===== src/rtl/mem_stage.sv =====
// Memory pipeline stage: registers the EX outputs, runs one data-memory
// transaction over a req/ack port, and hands the result on to WB.
module mem_stage #(
  parameter int ADDR_W      = 32,
  parameter int WORD_W      = 32,
  parameter int TIMEOUT     = 255,
  parameter int DEST_SRC_W  = 2,
  parameter int REG_IDX_W   = 5,
  parameter int MEM_COUNT_W = 2,
  parameter logic [DEST_SRC_W-1:0] DEST_SRC_NONE = '0,
  parameter logic [DEST_SRC_W-1:0] DEST_SRC_MEM  = DEST_SRC_W'(2)
) (
  input  logic                   clk,
  input  logic                   clr_n,
  input  logic                   stall,
  input  logic [ADDR_W-1:0]      i_pc,
  input  logic [31:0]            i_instr,
  input  logic [DEST_SRC_W-1:0]  i_dest_src,
  input  logic [REG_IDX_W-1:0]   i_dest_reg,
  input  logic [WORD_W-1:0]      i_alu_eval,
  input  logic [ADDR_W-1:0]      i_mem_req_addr,
  input  logic [WORD_W-1:0]      i_mem_req_wr_data,
  input  logic                   i_mem_req_wr_en,
  input  logic [MEM_COUNT_W-1:0] i_mem_req_count,
  output logic                   o_dmem_req,
  output logic [ADDR_W-1:0]      o_dmem_addr,
  output logic                   o_dmem_wr_en,
  output logic [3:0]             o_dmem_byte_en,
  output logic [WORD_W-1:0]      o_dmem_wr_data,
  input  logic                   i_dmem_ack,
  input  logic [WORD_W-1:0]      i_dmem_rd_data,
  output logic                   o_stall,
  output logic [ADDR_W-1:0]      o_pc,
  output logic [31:0]            o_instr,
  output logic [DEST_SRC_W-1:0]  o_dest_src,
  output logic [REG_IDX_W-1:0]   o_dest_reg,
  output logic [WORD_W-1:0]      o_dest_data,
  output logic                   o_misalign,
  output logic                   o_timeout
);

  localparam int LANE_W  = WORD_W / 4;
  localparam int TIMER_W = $clog2(TIMEOUT + 1);

  localparam logic [MEM_COUNT_W-1:0] CNT_NONE = MEM_COUNT_W'(0);
  localparam logic [MEM_COUNT_W-1:0] CNT_BYTE = MEM_COUNT_W'(1);
  localparam logic [MEM_COUNT_W-1:0] CNT_HALF = MEM_COUNT_W'(2);
  localparam logic [MEM_COUNT_W-1:0] CNT_WORD = MEM_COUNT_W'(3);

  typedef enum logic [1:0] {ST_IDLE, ST_BUSY, ST_DONE} state_t;

  state_t                 state_reg, state_next;
  logic [ADDR_W-1:0]      pc_reg;
  logic [31:0]            instr_reg;
  logic [DEST_SRC_W-1:0]  dest_src_reg;
  logic [REG_IDX_W-1:0]   dest_reg_reg;
  logic [WORD_W-1:0]      alu_eval_reg;
  logic [ADDR_W-1:0]      addr_reg;
  logic [WORD_W-1:0]      wr_data_reg;
  logic                   wr_en_reg;
  logic [MEM_COUNT_W-1:0] count_reg;
  logic [WORD_W-1:0]      load_data_reg;
  logic [TIMER_W-1:0]     timer_reg;
  logic                   timeout_reg;

  logic                   busy;
  logic                   capture;
  logic                   timer_expired;
  logic [WORD_W-1:0]      load_ext;
  logic [WORD_W-1:0]      wr_data_placed;
  logic [3:0]             byte_en;
  logic [LANE_W-1:0]      rd_lane [4];
  logic [LANE_W-1:0]      byte_sel;
  logic [2*LANE_W-1:0]    half_sel;

  function automatic logic is_misaligned(input logic [MEM_COUNT_W-1:0] cnt,
                                         input logic [1:0] lo);
    case (cnt)
      CNT_HALF: is_misaligned = lo[0];
      CNT_WORD: is_misaligned = (lo != 2'b00);
      default:  is_misaligned = 1'b0;
    endcase
  endfunction

  assign busy          = (state_reg == ST_BUSY);
  assign capture       = !stall && !busy;
  assign timer_expired = (timer_reg == TIMER_W'(TIMEOUT - 1));

  always_ff @(posedge clk or negedge clr_n) begin
    if (!clr_n) begin
      pc_reg       <= '0;
      instr_reg    <= '0;
      dest_src_reg <= DEST_SRC_NONE;
      dest_reg_reg <= '0;
      alu_eval_reg <= '0;
      addr_reg     <= '0;
      wr_data_reg  <= '0;
      wr_en_reg    <= 1'b0;
      count_reg    <= CNT_NONE;
    end else if (capture) begin
      pc_reg       <= i_pc;
      instr_reg    <= i_instr;
      dest_src_reg <= i_dest_src;
      dest_reg_reg <= i_dest_reg;
      alu_eval_reg <= i_alu_eval;
      addr_reg     <= i_mem_req_addr;
      wr_data_reg  <= i_mem_req_wr_data;
      wr_en_reg    <= i_mem_req_wr_en;
      count_reg    <= i_mem_req_count;
    end
  end

  always_ff @(posedge clk or negedge clr_n) begin
    if (!clr_n) begin
      state_reg <= ST_IDLE;
    end else begin
      state_reg <= state_next;
    end
  end

  // The incoming entry decides the next state so a memory op starts requesting
  // in the very cycle it becomes visible in the stage register.
  always_comb begin
    state_next = state_reg;
    case (state_reg)
      ST_BUSY: begin
        if (i_dmem_ack || timer_expired) state_next = ST_DONE;
      end
      default: begin
        if (capture) begin
          if ((i_mem_req_count != CNT_NONE) &&
              !is_misaligned(i_mem_req_count, i_mem_req_addr[1:0]))
            state_next = ST_BUSY;
          else
            state_next = ST_IDLE;
        end
      end
    endcase
  end

  always_ff @(posedge clk or negedge clr_n) begin
    if (!clr_n) begin
      timer_reg     <= '0;
      timeout_reg   <= 1'b0;
      load_data_reg <= '0;
    end else begin
      timer_reg <= busy ? timer_reg + 1'b1 : '0;
      if (capture) begin
        timeout_reg   <= 1'b0;
        load_data_reg <= '0;
      end else if (busy && i_dmem_ack) begin
        load_data_reg <= load_ext;
      end else if (busy && timer_expired) begin
        timeout_reg <= 1'b1;
      end
    end
  end

  genvar gi;
  generate
    for (gi = 0; gi < 4; gi++) begin : g_lane
      assign rd_lane[gi] = i_dmem_rd_data[gi*LANE_W +: LANE_W];
      assign byte_en[gi] = ((count_reg == CNT_BYTE) && (addr_reg[1:0] == 2'(gi))) ||
                           ((count_reg == CNT_HALF) && (addr_reg[1] == 1'(gi / 2))) ||
                           (count_reg == CNT_WORD);
      assign wr_data_placed[gi*LANE_W +: LANE_W] =
          (count_reg == CNT_BYTE) ? wr_data_reg[LANE_W-1:0] :
          (count_reg == CNT_HALF) ? wr_data_reg[(gi%2)*LANE_W +: LANE_W] :
                                    wr_data_reg[gi*LANE_W +: LANE_W];
    end
  endgenerate

  assign byte_sel = rd_lane[addr_reg[1:0]];
  assign half_sel = addr_reg[1] ? {rd_lane[3], rd_lane[2]} : {rd_lane[1], rd_lane[0]};

  // instr[14] distinguishes the unsigned loads (LBU/LHU) from LB/LH.
  always_comb begin
    load_ext = i_dmem_rd_data;
    case (count_reg)
      CNT_BYTE: load_ext = instr_reg[14] ? WORD_W'(byte_sel)
                         : {{(WORD_W-LANE_W){byte_sel[LANE_W-1]}}, byte_sel};
      CNT_HALF: load_ext = instr_reg[14] ? WORD_W'(half_sel)
                         : {{(WORD_W-2*LANE_W){half_sel[2*LANE_W-1]}}, half_sel};
      default:  load_ext = i_dmem_rd_data;
    endcase
  end

  assign o_dmem_req     = busy;
  assign o_dmem_addr    = {addr_reg[ADDR_W-1:2], 2'b00};
  assign o_dmem_wr_en   = busy & wr_en_reg;
  assign o_dmem_byte_en = busy ? byte_en : 4'b0000;
  assign o_dmem_wr_data = wr_data_placed;
  assign o_stall        = busy;

  assign o_pc        = pc_reg;
  assign o_instr     = instr_reg;
  assign o_dest_reg  = dest_reg_reg;
  assign o_misalign  = is_misaligned(count_reg, addr_reg[1:0]);
  assign o_timeout   = timeout_reg;
  assign o_dest_src  = (o_misalign || timeout_reg) ? DEST_SRC_NONE : dest_src_reg;
  assign o_dest_data = (dest_src_reg == DEST_SRC_MEM) ? load_data_reg : alu_eval_reg;

endmodule


===== config.mk =====
export PLATFORM = sky130hd
export DESIGN_NAME = mem_stage
export DESIGN_NICKNAME = d
export VERILOG_FILES = /design/src/rtl/mem_stage.sv
export SDC_FILE = /design/constraint.sdc
export NUM_CORES = 1
export LEC_CHECK = 0
export CAP_MARGIN = 10
export CORE_AREA = 2 2 147 149
export DETAILED_ROUTE_END_ITERATION = 6
export DIE_AREA = 0 0 149 151
export PLACE_DENSITY_LB_ADDON = 0.05
export REMOVE_ABC_BUFFERS = 1
export SLEW_MARGIN = 20
export SYNTH_ARGS = -nofsm -noshare
export SYNTH_HDL_FRONTEND = slang
export SYNTH_SLANG_ARGS = --single-unit

===== constraint.sdc =====
create_clock -name clk -period 3.4 [get_ports clk]
set_clock_uncertainty 0.15 [all_clocks]
set_input_delay 0.68 -clock clk [delete_from_list [all_inputs] [get_ports clk]]
set_output_delay 0.68 -clock clk [all_outputs]
set_load 0.005 [all_outputs]

==> reports/qor.csv, run 1 <==
metric,value,unit
status,finished clean,
final setup fails,0,
R2R Setup Slk,1.02,ns
WL per Instance,17.52,um
crit path kind,reg2out,
Worst Hold Class,reg2reg,
GPL Wtd Cong,0.8506,
Antenna diodes,0,
Die Height,151,um
clk sinks,213,
Least-Margin Pin Slew,0.7700,ns
post-synth top area share,0.5502,
Worst Min Path Start,alu_eval_reg[5]$_DFFE_PN0N_,
Synth area leaders,"dfrtp_1, nand2_1, mux2_2, buf_4, o21ai_0",
global route overflow,0,
Arrival @ worst endpoint,2.44,ns
Longest Clk Path Bufs,3,
Critical Path End Type,primary output,
post-synth top area cell,dfrtp_1,
"slowest stage delay, CP",0.48,ns
crit path max fanout,19,
Hold Crit Depth,2,
Mapped Area,0.009688,mm2
HPWL Detailed,21.34,mm
end of the worst register-to-register path,load_data_reg[20]$_DFFE_PN0P_,
Mapped Cells,1069,
max_slew headroom,0.4867,
CP cell instances,"nor2b_4, buf_12, mux2_2, clkdlybuf4s50_1",
CTS Buf Count,25,
Filler Cell Count,1668,
Placed Cells,1638,
vias per cell,4.911,
Final min period,3.272,ns
total I/O pin count,382,
Reg area,0.005330,mm2
RSZ-0062 raised after global routing,false,
sequential fraction of the synthesis area,0.5502,
DP Area,0.01351,mm2
worst r2r path cells,4,
Finished Cell Area,0.01434,mm2
largest family of logic cells by synthesized area,simple AND/OR/NAND/NOR gates,
initial antenna violation count,0,
final setup TNS,0,ns
Critical Path Slowest Stage Cell,clkdlybuf4s50_1,
Post-Synth XOR/XNOR Area,0.005424,
Yosys reg bits,213,
Reg-to-Reg Start,addr_reg[1]$_DFFE_PN0N_,
Max Fclk,305.6,MHz
required time of the critical path,2.57,ns
yosys warns,0,
H-tree depth reported by CTS,1,
multi-input logic area,0.003720,mm2
final period utilization,0.9625,
"Avg Cell Area, Syn",9.063,um2
Die ar.,0.02250,mm2
vias in the first global route,8376,
max-cap violation count,0,
port bufs,379,
Post CTS Setup Buffer Count,0,
final wirelength,29.51,mm
count of different cell masters after synthesis,41,
share of layout cells above drive strength 1,0.09368,
WHS Endpoint,alu_eval_reg[5]$_DFFE_PN0N_,
GRT Overall Usage,0.2557,
Initial Utilization,0.4653,
first-pass GRT wire length,45.47,mm
Die Wd,149,um
Core Region,0.02082,mm2
fin nets,1602,
Leakage,6.823,nW
fraction of synthesized area in multiplexers,0.06832,
Post-Synth Adder-Cell Area,0.006457,
PwrDens,643.3,mW/mm2
worst hold slack,0.3184,ns
# rows,53,
fin. max-slew vios,0,
post-synthesis compound-gate area fraction,0.08253,
CTS tree,yes,
Root Driver,clkbuf_16,
DR iter-0 viols,413,
"Clk pin slew, worst setup/hold paths",0.06,ns
Final Non-Filler Cells,1684,
startpoint types,flip-flop,
largest net degree at the start of global routing,77,
post-route ant nets,0,
area grow syn2layout,47.99,%
simple-gate share of the synthesized area,0.2179,
Worst-Skew Late Latency,0.53,ns
Vias,8270,
DRC,0,
Worst VDD drop,488.3,uV
1st-pass router iterations,5,
Final Hold Vio Count,0,
Tot Pwr,9.223,mW
[where the power goes]
part           switching (mW)  internal, mW  total [mW]
clock network            1.05          1.56        2.60
logic                    1.35          1.79        3.14
registers               0.376          3.10        3.48
total                    2.77          6.45        9.22
[layout by cell type, fill, tap and decap left out, types with 7 or more instances in the layout]
| cell type | instances |
|---|---|
| a221o_1 | 7 |
| clkdlybuf4s50_1 | 378 |
| nand2_1 | 510 |
| buf_12 | 9 |
| nor2_1 | 12 |
| mux2_2 | 46 |
| a21oi_1 | 30 |
| o211ai_1 | 8 |
| mux2i_1 | 11 |
| dfrtp_1 | 213 |
| a22o_1 | 8 |
| buf_4 | 8 |
| o21ai_0 | 37 |
| clkbuf_16 | 25 |
| inv_1 | 23 |
| a221o_2 | 16 |
[cell families after synthesis]
family | count (synthesis)
simple gates | 544
flops | 213
buf+inv | 126
compound gates | 114
mux | 60
xor+xnor | 6
fa+ha+maj | 5
other cells | 1
[Yosys cell counts (all sizes together)]
library cell,count
nand2,510
dfrtp,213
buf,71
mux2,49
o21ai,37
clkbuf,32
a21oi,30
a221o,23
inv,23
nor2,14
mux2i,11
a22o,8
o211ai,8
and2,5
ha,5
nand3,5
xor2,5
nand2b,3
nand4,2
o21a,2
o21bai,2
a211oi,1
a21o,1
a221oi,1
and2b,1
and3,1
and4,1
conb,1
nand3b,1
nor2b,1
o22a,1
xnor2,1
[area by class of cell]
type | count | area share
clock inverter | 10 | 0.005934
inverter | 23 | 0.006021
tap | 275 | 0.02400
sequential | 213 | 0.3718
multi-input combinational | 731 | 0.2594
clock buffer | 35 | 0.05044
timing repair buffer | 397 | 0.2824
[per-layer routing]
layer / track usage / share of wire / vias to the layer above
met5: 0 / 0 / -
met4: 0.08762 / 0.035 / 0
met3: 0.07289 / 0.087 / 71
met2: 0.4253 / 0.48 / 304
met1: 0.3217 / 0.39 / 3867
li1: - / - / 4028
[critical path: cells and delay by family, from the launching register on]
| family | cells | cell delay, ns |
|---|---|---|
| buf+inv | 2 | 0.71 |
| flops | 1 | 0.42 |
| mux | 1 | 0.35 |
| simple gates | 1 | 0.43 |
[how the worst max path moves through the flow]
stage | depth (start not counted) | startpoint | end
after floorplan | 4 | state_reg[0]$_DFFE_PN0P_ | count_reg[0]$_DFFE_PN0N_
after global placement | 5 | i_dmem_ack | load_data_reg[17]$_DFFE_PN0P_
after detailed placement | 5 | i_dmem_ack | load_data_reg[18]$_DFFE_PN0P_
after CTS | 6 | count_reg[0]$_DFFE_PN0N_ | o_dmem_wr_data[24]
after global routing | 6 | count_reg[1]$_DFFE_PN0N_ | o_dmem_byte_en[3]
final | 4 | dest_src_reg[0]$_DFFE_PN0N_ | o_dest_data[15]
[stage by stage]
stage | utilization | setup slack, ns
CTS | 0.6883 | 0.09038
detailed placement | 0.6490 | 0.5443
global placement | 0.6490 | 0.5246
finish | 0.6886 | 0.1276
floorplan | - | -1.243
global route | 0.6886 | 0.004043
[repair_timing]
action,CTS,global route
hold buffers,1,0
gates resized for setup,0,1
endpoints found under the setup margin,0,6
endpoints found under the hold margin,4,0
Note: power is estimated with default switching activity, not from simulation.
==> inputs of run 2 (changes only) <==
Settings changed: CTS_CLUSTER_SIZE set to 12.
==> run 2 against run 1 <==
  * Combinational power about the same
  * Global-route usage decreased by 0.088 points
  * Core utilization barely moved
  * Count of clock-buffer cells in the layout is 5 higher
  * Critical path depth did not move
  * Largest power group unchanged
  * Highest routed layer unchanged
==> reports/qor.csv, run 2 (same netlist as run 1, synthesis figures left out) <==
metric,value,unit,change
Worst-Skew Late Latency,0.53,ns,about the same
Die Height,151,um,unchanged
final setup fails,0,,unchanged
combinational power share,0.341,,was 0.340
fin. max-slew vios,0,,unchanged
DR iter-0 viols,377,,was 413
max-cap violation count,0,,unchanged
fin nets,1602,,unchanged
DP Area,0.01351,mm2,unchanged
CTS tree,yes,,unchanged
required time of the critical path,2.57,ns,about the same
Initial Utilization,0.4653,,unchanged
"commonest non-fill, non-tap cell in the layout",nand2_1,,unchanged
Post CTS Setup Buffer Count,0,,unchanged
Arrival @ worst endpoint,2.44,ns,about the same
"Clk pin slew, worst setup/hold paths",0.06,ns,about the same
worst hold slack,0.3189,ns,was 0.3184 ns
max_slew headroom,0.3260,,was 0.4867
Leakage,6.822,nW,was 6.823 nW
Worst Hold Class,reg2reg,,unchanged
most used cells in the layout excluding fill and tap cells,"nand2_1, clkdlybuf4s50_1, dfrtp_1",,unchanged
total I/O pin count,382,,unchanged
Worst VDD drop,489.9,uV,was 488.3 uV
Clk network pwr share,0.281,,was 0.282
Final Hold Vio Count,0,,unchanged
startpoint types,flip-flop,,unchanged
"slowest stage delay, CP",0.48,ns,about the same
Core Region,0.02082,mm2,unchanged
H-tree depth reported by CTS,1,,unchanged
global route overflow,0,,unchanged
Final min period,3.266,ns,was 3.272 ns
final period utilization,0.9607,,was 0.9625
Least-Margin Pin Slew,1.007,ns,was 0.7700 ns
vias per cell,4.901,,was 4.911
crit path kind,reg2out,,unchanged
Root Driver,clkbuf_16,,unchanged
port bufs,379,,unchanged
post-route ant nets,0,,unchanged
share of layout cells above drive strength 1,0.09155,,was 0.09368
Filler Cell Count,1657,,"was 1,668"
GRT Overall Usage,0.2548,,was 0.2557
largest net degree at the start of global routing,77,,unchanged
CP cell instances,"nor2b_4, buf_12, mux2_2, clkdlybuf4s50_1",,unchanged
RSZ-0062 raised after global routing,false,,unchanged
final core utilization,0.6883,,was 0.6886
vias in the first global route,8376,,unchanged
Die Wd,149,um,unchanged
initial antenna violation count,0,,unchanged
Net Switching,2.754,mW,was 2.771 mW
first-pass GRT wire length,45.39,mm,was 45.47 mm
PwrDens,641.8,mW/mm2,was 643.3 mW/mm2
Die ar.,0.02250,mm2,unchanged
P_int,6.443,mW,was 6.452 mW
CTS Buf Count,25,,unchanged
HPWL Detailed,21.34,mm,unchanged
status,finished clean,,unchanged
Critical Path Slowest Stage Cell,clkdlybuf4s50_1,,unchanged
GPL Wtd Cong,0.8506,,unchanged
area grow syn2layout,47.93,%,was 47.99%
Finished Cell Area,0.01433,mm2,was 0.01434 mm2
1st-pass router iterations,7,,was 5
clk sinks,213,,unchanged
WL per Instance,17.45,um,was 17.52 um
Vias,8254,,"was 8,270"
Antenna diodes,0,,unchanged
part of the power in registers,0.378,,was 0.377
Longest Clk Path Bufs,3,,unchanged
final wirelength,29.39,mm,was 29.51 mm
DRC,0,,unchanged
# rows,53,,unchanged
Max Fclk,306.2,MHz,was 305.6 MHz
switching portion of total power,0.2994,,was 0.3004
crit path max fanout,19,,unchanged
Critical Path End Type,primary output,,unchanged
[run 2: cell count changes in the layout (fill, tap and decap cells not counted), sizes merged]
cell	before	now
bufinv	1	0
clkbuf	35	40
clkinv	7	4
clkinvlp	1	0
[run 2: layout make-up]
cell class | count | area [um2] | area share
Clock buffer | 40 | 772.0 | 0.05387
Inverter | 23 | 86.33 | 0.006024
Tap cell | 275 | 344.1 | 0.02401
Timing Repair Buffer | 397 | 4049 | 0.2825
Multi-Input combinational cell | 731 | 3717 | 0.2594
Sequential cell | 213 | 5330 | 0.3719
Clock inverter | 5 | 32.53 | 0.002270
[run 2: power by group through the flow]
stage	clock (mW)	sequential [mW]	combinational, mW
floorplan	0	3.45	1.29
global placement	0	3.50	3.10
detailed placement	0	3.51	3.15
CTS	2.64	3.48	3.17
global route	2.75	3.55	3.43
finish	2.58	3.48	3.14
[run 2: final timing paths]
kind	start	endpoint	slack, ns	cells after the start
max reg2reg	count_reg[0]$_DFFE_PN0N_	load_data_reg[20]$_DFFE_PN0P_	0.90	5
max in group asynchronous	clr_n	o_instr[9]$_DFFE_PN0N_	1.70	3
min reg2reg	alu_eval_reg[5]$_DFFE_PN0N_	alu_eval_reg[5]$_DFFE_PN0N_	0.32	2
min in group asynchronous	clr_n	timer_reg[5]$_DFF_PN0_	0.56	2
max	dest_src_reg[0]$_DFFE_PN0N_	o_dest_data[15]	0.13	4
min	alu_eval_reg[5]$_DFFE_PN0N_	alu_eval_reg[5]$_DFFE_PN0N_	0.32	2
[run 2: what timing repair did]
action,4_1_cts,5_1_grt
hold buffers,1,0
gates resized for setup,0,1
setup endpoints to repair,0,6
hold endpoints to repair,4,0
[run 2: worst max-delay path, delay by kind of cell, from the launching register on]
family                 cells  cell delay [ns]
AND/OR/NAND/NOR            1             0.43
buffers and inverters      2             0.71
multiplexers               1             0.35
flip-flops                 1             0.42
[run 2: layer usage]
layer	up-vias	wire length, um	GRT usage
met4	0	974	0.08619
met2	293	14270	0.4249
li1	4029	-	-
met3	59	2464	0.07229
met5	-	0	0
met1	3873	11690	0.3204
[run 2: metrics by stage]
| step | setup WS [ns] | TNS [ns] | total power, mW | std cells |
|---|---|---|---|---|
| after floorplan | -1.243 | -186.77 | 4.737 | 967 |
| after global placement | 0.5246 | 0 | 6.605 | 1638 |
| after detailed placement | 0.5443 | 0 | 6.658 | 1638 |
| after CTS | 0.09038 | 0 | 9.296 | 1684 |
| after global routing | 0.004043 | 0 | 9.726 | 1684 |
| final | 0.1337 | 0 | 9.198 | 1684 |
